--- src/rtl/line_pixel_writer.sv ---
// line_pixel_writer: buffers (x,y) plot points from the line drawer, drops
// consecutive repeats and off-screen points, and writes each surviving point
// to the framebuffer at y*H_RES + x.
//
// Handshakes:
// - A point transfers on a rising edge where pt_valid && pt_ready.
// - A framebuffer write transfers on a rising edge where fb_we && fb_ack.
//   fb_we, fb_addr and fb_data stay stable from assertion until that edge.
module line_pixel_writer #(
    parameter int H_RES   = 800,
    parameter int V_RES   = 480,
    parameter int ADDR_W  = 19,
    parameter int COLOR_W = 8,
    parameter int DEPTH   = 16
) (
    input  logic               clk,
    input  logic               reset,
    input  logic               pt_valid,
    input  logic [10:0]        pt_x,
    input  logic [9:0]         pt_y,
    input  logic               pt_last,
    input  logic [COLOR_W-1:0] pt_color,
    output logic               pt_ready,
    output logic [ADDR_W-1:0]  fb_addr,
    output logic [COLOR_W-1:0] fb_data,
    output logic               fb_we,
    input  logic               fb_ack,
    output logic               line_done,
    output logic               busy,
    output logic [7:0]         clip_cnt
);
    localparam int AW = $clog2(DEPTH);
    localparam int PW = AW + 1;
    localparam int EW = 11 + 10 + 1 + COLOR_W;
    localparam logic [10:0]       X_LIM   = 11'(H_RES);
    localparam logic [9:0]        Y_LIM   = 10'(V_RES);
    localparam logic [ADDR_W-1:0] H_RES_A = ADDR_W'(H_RES);

    typedef enum logic [1:0] {S_IDLE, S_CALC, S_WRITE} state_t;
    state_t state_q, state_d;

    // FIFO storage and pointers; the extra pointer MSB separates full from empty.
    logic [EW-1:0] mem_q [DEPTH];
    logic [PW-1:0] wr_ptr_q, rd_ptr_q, wr_ptr_d, rd_ptr_d;
    logic [EW-1:0] head;
    logic          fifo_empty, accept, is_dup, push, pop;
    logic          pt_ready_q;

    // Last pushed point, used to drop consecutive repeats.
    logic          hist_valid_q;
    logic [10:0]   hist_x_q;
    logic [9:0]    hist_y_q;

    // Working copy of the popped entry.
    logic [10:0]        w_x_q;
    logic [9:0]         w_y_q;
    logic               w_last_q;
    logic [COLOR_W-1:0] w_color_q;
    logic               w_clipped;
    logic [ADDR_W-1:0]  calc_addr;

    logic [ADDR_W-1:0]  fb_addr_q;
    logic [COLOR_W-1:0] fb_data_q;
    logic               fb_we_q, fb_we_d;
    logic               line_done_q, line_done_d;
    logic               clip_inc, start_write;
    logic [7:0]         clip_cnt_q;

    function automatic logic is_full(input logic [PW-1:0] w, input logic [PW-1:0] r);
        return (w[PW-1] != r[PW-1]) && (w[AW-1:0] == r[AW-1:0]);
    endfunction

    assign accept     = pt_valid && pt_ready_q;
    assign is_dup     = hist_valid_q && (pt_x == hist_x_q) && (pt_y == hist_y_q) && !pt_last;
    assign push       = accept && !is_dup;
    assign fifo_empty = (wr_ptr_q == rd_ptr_q);
    assign wr_ptr_d   = wr_ptr_q + PW'(push);
    assign rd_ptr_d   = rd_ptr_q + PW'(pop);
    assign head       = mem_q[rd_ptr_q[AW-1:0]];
    assign w_clipped  = (w_x_q >= X_LIM) || (w_y_q >= Y_LIM);
    assign calc_addr  = ADDR_W'(w_y_q) * H_RES_A + ADDR_W'(w_x_q);

    // Pointers, registered ready (from next-cycle fullness) and duplicate history.
    always_ff @(posedge clk) begin
        if (reset) begin
            wr_ptr_q     <= '0;
            rd_ptr_q     <= '0;
            pt_ready_q   <= 1'b1;
            hist_valid_q <= 1'b0;
            hist_x_q     <= '0;
            hist_y_q     <= '0;
        end else begin
            wr_ptr_q   <= wr_ptr_d;
            rd_ptr_q   <= rd_ptr_d;
            pt_ready_q <= !is_full(wr_ptr_d, rd_ptr_d);
            if (accept) begin
                if (pt_last) begin
                    // The next line's first point must never be filtered.
                    hist_valid_q <= 1'b0;
                end else if (push) begin
                    hist_valid_q <= 1'b1;
                    hist_x_q     <= pt_x;
                    hist_y_q     <= pt_y;
                end
            end
        end
    end

    // FIFO storage write; contents need no reset since the pointers define validity.
    always_ff @(posedge clk) begin
        if (push) begin
            mem_q[wr_ptr_q[AW-1:0]] <= {pt_x, pt_y, pt_last, pt_color};
        end
    end

    // Write FSM state register.
    always_ff @(posedge clk) begin
        if (reset) begin
            state_q <= S_IDLE;
        end else begin
            state_q <= state_d;
        end
    end

    // Write FSM next state and control strobes.
    always_comb begin
        state_d     = state_q;
        pop         = 1'b0;
        fb_we_d     = fb_we_q;
        line_done_d = 1'b0;
        clip_inc    = 1'b0;
        start_write = 1'b0;
        unique case (state_q)
            S_IDLE: begin
                if (!fifo_empty) begin
                    pop     = 1'b1;
                    state_d = S_CALC;
                end
            end
            S_CALC: begin
                if (w_clipped) begin
                    clip_inc    = 1'b1;
                    line_done_d = w_last_q;
                    state_d     = S_IDLE;
                end else begin
                    start_write = 1'b1;
                    fb_we_d     = 1'b1;
                    state_d     = S_WRITE;
                end
            end
            S_WRITE: begin
                // fb_we is always high here, so an ack outside a write is ignored.
                if (fb_ack) begin
                    fb_we_d     = 1'b0;
                    line_done_d = w_last_q;
                    state_d     = S_IDLE;
                end
            end
            default: state_d = S_IDLE;
        endcase
    end

    // Working registers, framebuffer outputs, line_done pulse and clip counter.
    always_ff @(posedge clk) begin
        if (reset) begin
            w_x_q       <= '0;
            w_y_q       <= '0;
            w_last_q    <= 1'b0;
            w_color_q   <= '0;
            fb_addr_q   <= '0;
            fb_data_q   <= '0;
            fb_we_q     <= 1'b0;
            line_done_q <= 1'b0;
            clip_cnt_q  <= '0;
        end else begin
            fb_we_q     <= fb_we_d;
            line_done_q <= line_done_d;
            if (pop) begin
                w_x_q     <= head[EW-1 -: 11];
                w_y_q     <= head[EW-12 -: 10];
                w_last_q  <= head[COLOR_W];
                w_color_q <= head[COLOR_W-1:0];
            end
            if (start_write) begin
                fb_addr_q <= calc_addr;
                fb_data_q <= w_color_q;
            end
            if (clip_inc && (clip_cnt_q != 8'hFF)) begin
                clip_cnt_q <= clip_cnt_q + 8'd1;
            end
        end
    end

    assign pt_ready  = pt_ready_q;
    assign fb_addr   = fb_addr_q;
    assign fb_data   = fb_data_q;
    assign fb_we     = fb_we_q;
    assign line_done = line_done_q;
    assign clip_cnt  = clip_cnt_q;
    assign busy      = !fifo_empty || (state_q != S_IDLE);

endmodule

--- config.mk ---
export PLATFORM = sky130hd
export DESIGN_NAME = line_pixel_writer
export DESIGN_NICKNAME = d
export VERILOG_FILES = /design/src/rtl/line_pixel_writer.sv
export SDC_FILE = /design/constraint.sdc
export NUM_CORES = 1
export LEC_CHECK = 0
export ABC_AREA = 1
export ABC_CLOCK_PERIOD_IN_PS = 3500
export CAP_MARGIN = 20
export CORE_MARGIN = 4
export CORE_UTILIZATION = 64
export CTS_BUF_LIST = sky130_fd_sc_hd__clkbuf_8
export CTS_CLUSTER_SIZE = 40
export DETAILED_ROUTE_END_ITERATION = 8
export PLACE_DENSITY_LB_ADDON = 0.12
export SLEW_MARGIN = 25
export SYNTH_ARGS = -nofsm -noshare
export SYNTH_HDL_FRONTEND = slang
export SYNTH_SLANG_ARGS = --single-unit
--- constraint.sdc ---
create_clock -name clk -period 3.5 [get_ports clk]
set_input_delay 0.525 -clock clk [delete_from_list [all_inputs] [get_ports clk]]
set_output_delay 0.525 -clock clk [all_outputs]
set_load 0.005 [all_outputs]
== Yosys cells after proc, flatten, opt, wreduce, memory -nomap -nowiden ==
Memory sizes are Yosys's and may differ from the RTL's. A register that Yosys moved wholly into a read port is not among the register bits.
Index checks and enable logic that the tools add are counted.

* Register bits: 72
* Bits in writable memories: 480
* Input port bits: 34
* Output and inout bits: 39
* Logic and storage cells: 73
* Memories kept: 1

{| class="wikitable"
|+ Memories
! name !! words !! bits a word !! rd ports !! clocked after memory_dff !! write ports !! RTL line !! source
|-
| mem_q || 16 || 30 || 1 || 1 || 1 || 43 || <nowiki>logic [EW-1:0] mem_q [DEPTH];</nowiki>
|}

* Add/subtract/negate cells: 4
* $mul: 1
* $lt $le $gt $ge: 2
* Equal/unequal tests: 11
* Multiplexer cells: 20
* Bitwise gates (word level): 1
* Reductions and logical operators: 21

{| class="wikitable"
|+ Operators by type and width
! kind !! number
|-
| $add A19 B11 Y19 || 1
|-
| $mul A10 B5 Y14 const B || 1
|-
| $mux W1 || 14
|-
| $eq A11 B11 Y1 || 1
|-
| $ge A11 B10 Y1 const B || 1
|-
| $add A5 B1 Y5 || 2
|-
| $eq A10 B10 Y1 || 1
|-
| $ge A10 B9 Y1 const B || 1
|-
| $add A8 B1 Y8 const B || 1
|-
| $ne A8 B8 Y1 const B || 1
|-
| $logic_and A1 B1 Y1 || 7
|-
| $mux W2 || 3
|-
| $ne A2 B2 Y1 const B || 3
|-
| $pmux W2 S3 || 1
|-
| $reduce_and A3 Y1 || 2
|-
| $reduce_bool A2 Y1 || 3
|-
| $eq A5 B5 Y1 || 1
|-
| $eq A4 B4 Y1 || 1
|-
| $logic_not A1 Y1 || 4
|-
| $pmux W1 S2 || 2
|-
| $reduce_and A2 Y1 || 2
|-
| $eq A2 B1 Y1 const B || 1
|-
| $eq A2 B2 Y1 const B || 1
|-
| $logic_not A2 Y1 || 1
|-
| 3 further kinds || 4
|}

== Logic depth before layout (Yosys ltp) ==
Gate-level depths: netlist of run 1.

* Word-level depth: 10
* Mapped depth: 21
* Gate-level depth less buffers: 21

== Least setup slack after synthesis of run 1 ==
No wires, ideal clock.

* Path type: flip-flop to flip-flop
* From: register w_y_q[1], read port of mem_q
* To: register fb_addr_q[15], in the netlist fb_addr[15]
* Setup time: 0.109 ns
* Arrival time: 2.972 ns
* Required time: 3.391 ns
* Path slack: 0.420 ns
* Stages on the path, launching flop included: 17
* Buffers on the path: 0
* Period minus slack after synthesis: 3.080 ns
* Cell sequence: dfxtp_1 > inv_1 > ha_1 > ha_1 > ha_1 > fa_1 > ha_1 > nand2_1 > or2_2 > nand3_1 > nand2_1 > nor2_1 > nand2_1 > nand2_1 > nand3_1 > nand2_1 > inv_1

* Longest elaborated chain between the ends: 4
* Elaborated cells between the ends (all ways): 6
* Classes of those cells: add/sub (1); mul (1); order compare (1); mux (2); reduce/logical (1)

{| class="wikitable"
|+ Ends and longest elaborated chain
! item !! RTL line !! source
|-
| from (decl) || 56 || <nowiki>logic [9:0] w_y_q;</nowiki>
|-
| branches (longest 4 deep; another with $add A19 B11 Y19) || - ||
|-
| to (signal assigned) || 185 || <nowiki>fb_addr_q <= calc_addr;</nowiki>
|-
| to (decl) || 62 || <nowiki>logic [ADDR_W-1:0] fb_addr_q;</nowiki>
|}

Several ways; the timed one is not identified.
A chain may end at the register's enable or synchronous reset.

== Worst setup path in the final report of run 1 ==
* From: register w_y_q[1], read port of mem_q
* To: register fb_addr_q[17], in the netlist fb_addr[17]

The elaborated chain is that of the path after synthesis.

==> metrics.txt, run 1 <==
post-synthesis sequential element count 582; cell accounting for the most synthesized area edfxtp_1; list of cells traversed by the critical path inv_1 -> ha_1 -> ha_1 -> ha_1 -> fa_1 -> ha_4 -> nand2_1 -> or2_2 -> nand3_1 -> nand2_1 -> nor2_2 -> nand2_1 -> nor2_1 -> nor2_1 -> a21oi_1; pre-CTS WS 0.136 ns; number of inserted filler cells in the final layout 2587; register area 16500 um^2; synthesized area per cell 11.0 um^2; Buf/Inv on CP 1; Die Wd 204 um; TritonCTS clock tree done; transition at the pin with the smallest max-transition slack 0.794 ns; pin count of the biggest net entering global routing 178; number of distinct library cells after synthesis 36; number of global-route vias before repair 16.6k; wire length of the first global-routing pass 91.1 mm; buffers inserted by post-CTS timing repair 0; count of input and output buffers 72; IR drop worst, VDD 0.480 mV; detailed router's first-iteration violation count 1851; setup slack of the most critical reg-to-reg path 0.18 ns; clock tree sinks 582; Ant. Diodes 0; cell family with most CP delay adder cells; later-pin clock latency in the skew report 0.65 ns; Inserted Clock Buffers 90; Die Y 204 um; effective utilization at floorplan 65.1%; Max-cap violations 0; power density over the cells 700 nW/um^2; Final Critical Period 3.32 ns; Setup crit end kind register; routed wire length 59.0 mm; number of remaining DRC errors 0; worst hold path cell count 2; ratio of final minimum period to clock period 94.7%; number of standard cells after synthesis 2246; final weighted congestion in routability-driven placement 0.845; vias per cell 5.85; Crit Path Class register to register; mapped cell area 24700 um^2; yosys synthesis warning count 0; final-report setup violation count 0; share of Yosys cell area claimed by the top area cell type 58.5%; Post-synth EDFFs 480; run status finished clean; r2r worst-path depth 15; number of nets still failing antenna checks after routing 0; Final WS setup 0.185 ns; instance count on the critical path 15; number of detailed-routing iterations run before antenna repair 6; die area 41700 um^2; clock-pin transition on the worst setup and hold timing paths 0.06 ns; layout cells sized above 1 9.35%; Max FO, Critical Path 4; clock tree root buffer cell clkbuf_8; total number of vias 17.2k; peak clock frequency supported by timing 302 MHz; H-tree level count 3; stage delay of the slowest cell on the critical path 0.53 ns; post-route clock skew 0.0319 ns; share of synthesized area occupied by flip-flops and latches 66.7%; crit path launch type register; Hold WC Path Type register to register; GRT Util Overall 28.4%; leakage dissipation 10.2 nW; routed length per instance 20.1 um; area of the placeable core 37800 um^2; final count of hold timing violations 0; number of buffers between clock root and the deepest sink 3; Async SR Flop Fraction 0%; area of the multi-input gates 7270 um^2; half-perimeter wire length of the detailed placement result 34.2 mm; I/O Pins 73; net count after synthesis 2336; RSZ-0062 raised after global routing false; layout net count 2446; summed negative setup slack over all endpoints 0 ns; pins over their slew limit 0; global route total overflow 0; Top FF cell, synth edfxtp_1; required time of the critical path 4.06 ns; area overhead of the layout relative to synthesis 13.9%; Worst path slowest cell fa_1; cell types occupying the most area after synthesis edfxtp_1 (58%), dfxtp_1 (8.3%), nor2_1 (8.2%); initial antenna violation count 1; row count 71; tightest slew margin relative to the limit 47.1%; arrival time of data at the critical path endpoint 3.87 ns
-- routing by layer --
metal | part of all wire (%) | up-vias | wire [um] | track usage [%]
met1 | 38 | 8142 | 22600 | 37.4
met4 | 3.3 | 2 | 1940 | 11.3
li1 | - | 8086 | - | -
met2 | 49 | 831 | 28700 | 46.8
met5 | 0.022 | - | 13 | 0
met3 | 9.8 | 138 | 5800 | 6.00
-- area by class of cell --
class	count	share of cell area, %
Sequential cell	582	58.7
Multi-Input combinational cell	1414	25.9
Timing Repair Buffer	146	5.57
Clock buffer	96	4.71
Tap cell	511	2.28
Inverter	122	1.65
Clock inverter	68	1.24
-- path summary, 6_finish.rpt --
path,start,end
hold reg to reg,hist_valid_q,hist_valid_q
hold / removal,hist_valid_q,hist_valid_q
setup / recovery,w_y_q[1],fb_addr[17]
setup reg to reg,w_y_q[1],fb_addr[17]
-- sequential cells by signal, indices dropped and copies added (netlist names), 8 cells and up --
| name | cells |
|---|---|
| w_color_q | 8 |
| hist_x_q | 11 |
| w_x_q | 11 |
| hist_y_q | 10 |
| mem_q | 480 |
| w_y_q | 10 |
| fb_addr | 19 |
| clip_cnt | 8 |
| fb_data | 8 |
-- cells by family after synthesis --
| family | after synthesis | share of synthesized area, % |
|---|---|---|
| AO/OA/AOI/OAI | 492 | 11.4 |
| XOR/XNOR | 22 | 0.782 |
| adder cells (fa/ha/maj) | 56 | 3.02 |
| buffers and inverters | 250 | 4.33 |
| flip-flops | 582 | 66.7 |
| AND/OR/NAND/NOR | 844 | 13.7 |
-- cell usage after synthesis, types with 2 or more instances --
library cell    n
a21oi_1        34
a31oi_1         3
and3_1         21
buf_1           9
buf_2          37
buf_4           9
buf_6           6
clkbuf_1       65
clkbuf_2        2
dfxtp_1       102
edfxtp_1      480
fa_1            6
ha_1           50
inv_1         119
nand2_1       179
nand3_1        81
nand4_1         6
nor2_1        537
nor3_1          6
nor4_1          3
o211ai_1      122
o21a_1          2
o21ai_0       261
o21ai_1        64
o21bai_1        3
or2_2           9
xnor2_1        11
xor2_1         11
-- metrics by stage --
stage / hold slack (ns) / instances / area (um^2) / util (%) / power, mW
2_1_floorplan: 0.439 / 2246 / 24700 / - / 12.7
3_5_place_dp: 0.470 / 2775 / 26400 / 69.7 / 14.4
3_3_place_gp: 0.456 / 2775 / 26400 / 69.7 / 14.2
4_1_cts: 0.482 / 2939 / 28100 / 74.1 / 19.7
6_report: 0.480 / 2939 / 28100 / 74.2 / 19.7
5_1_grt: 0.500 / 2939 / 28100 / 74.2 / 21.0
-- placed cells by master, fill, tap and decap left out, drive strengths merged, types with 5 or more instances in the layout --
| cell | count |
|---|---|
| dfxtp | 102 |
| o21ai | 325 |
| inv | 165 |
| fa | 6 |
| xor2 | 11 |
| edfxtp | 480 |
| nand2 | 179 |
| clkinvlp | 5 |
| a21oi | 34 |
| nor3 | 6 |
| o211ai | 122 |
| clkdlybuf4s50 | 72 |
| nor2 | 537 |
| xnor2 | 11 |
| clkinv | 18 |
| buf | 74 |
| or2 | 9 |
| ha | 50 |
| nand3 | 81 |
| and3 | 21 |
| nand4 | 6 |
| clkbuf | 96 |
-- report_power, final --
part	switching, mW	internal, mW	leakage [nW]
clock	2.55	2.69	1.00
combinational	4.00	2.18	4.02
sequential	0.353	7.89	5.18
total	6.90	12.8	10.2
-- timing repair --
action | in CTS | in global routing
endpoints found under the setup margin | 0 | 3
gates resized for setup | 0 | 5
hold buffers | 0 | 0
-- worst min-delay path, cell delays in order, from the launching register on --
cell,delay [ns]
dfxtp_1,0.31
nand2_1,0.06
a21oi_1,0.06
(Power assumes the default switching activity.)
==> run 2: changes to the inputs <==
--- a/config.mk
+++ b/config.mk
@@ -7,7 +7,6 @@
 export LEC_CHECK = 0
 export ABC_AREA = 1
 export ABC_CLOCK_PERIOD_IN_PS = 3500
-export CAP_MARGIN = 20
 export CORE_MARGIN = 4
 export CORE_UTILIZATION = 64
 export CTS_BUF_LIST = sky130_fd_sc_hd__clkbuf_8
==> results of run 2 <==
The final DEF is identical to that of run 1; final timing and power are the same.
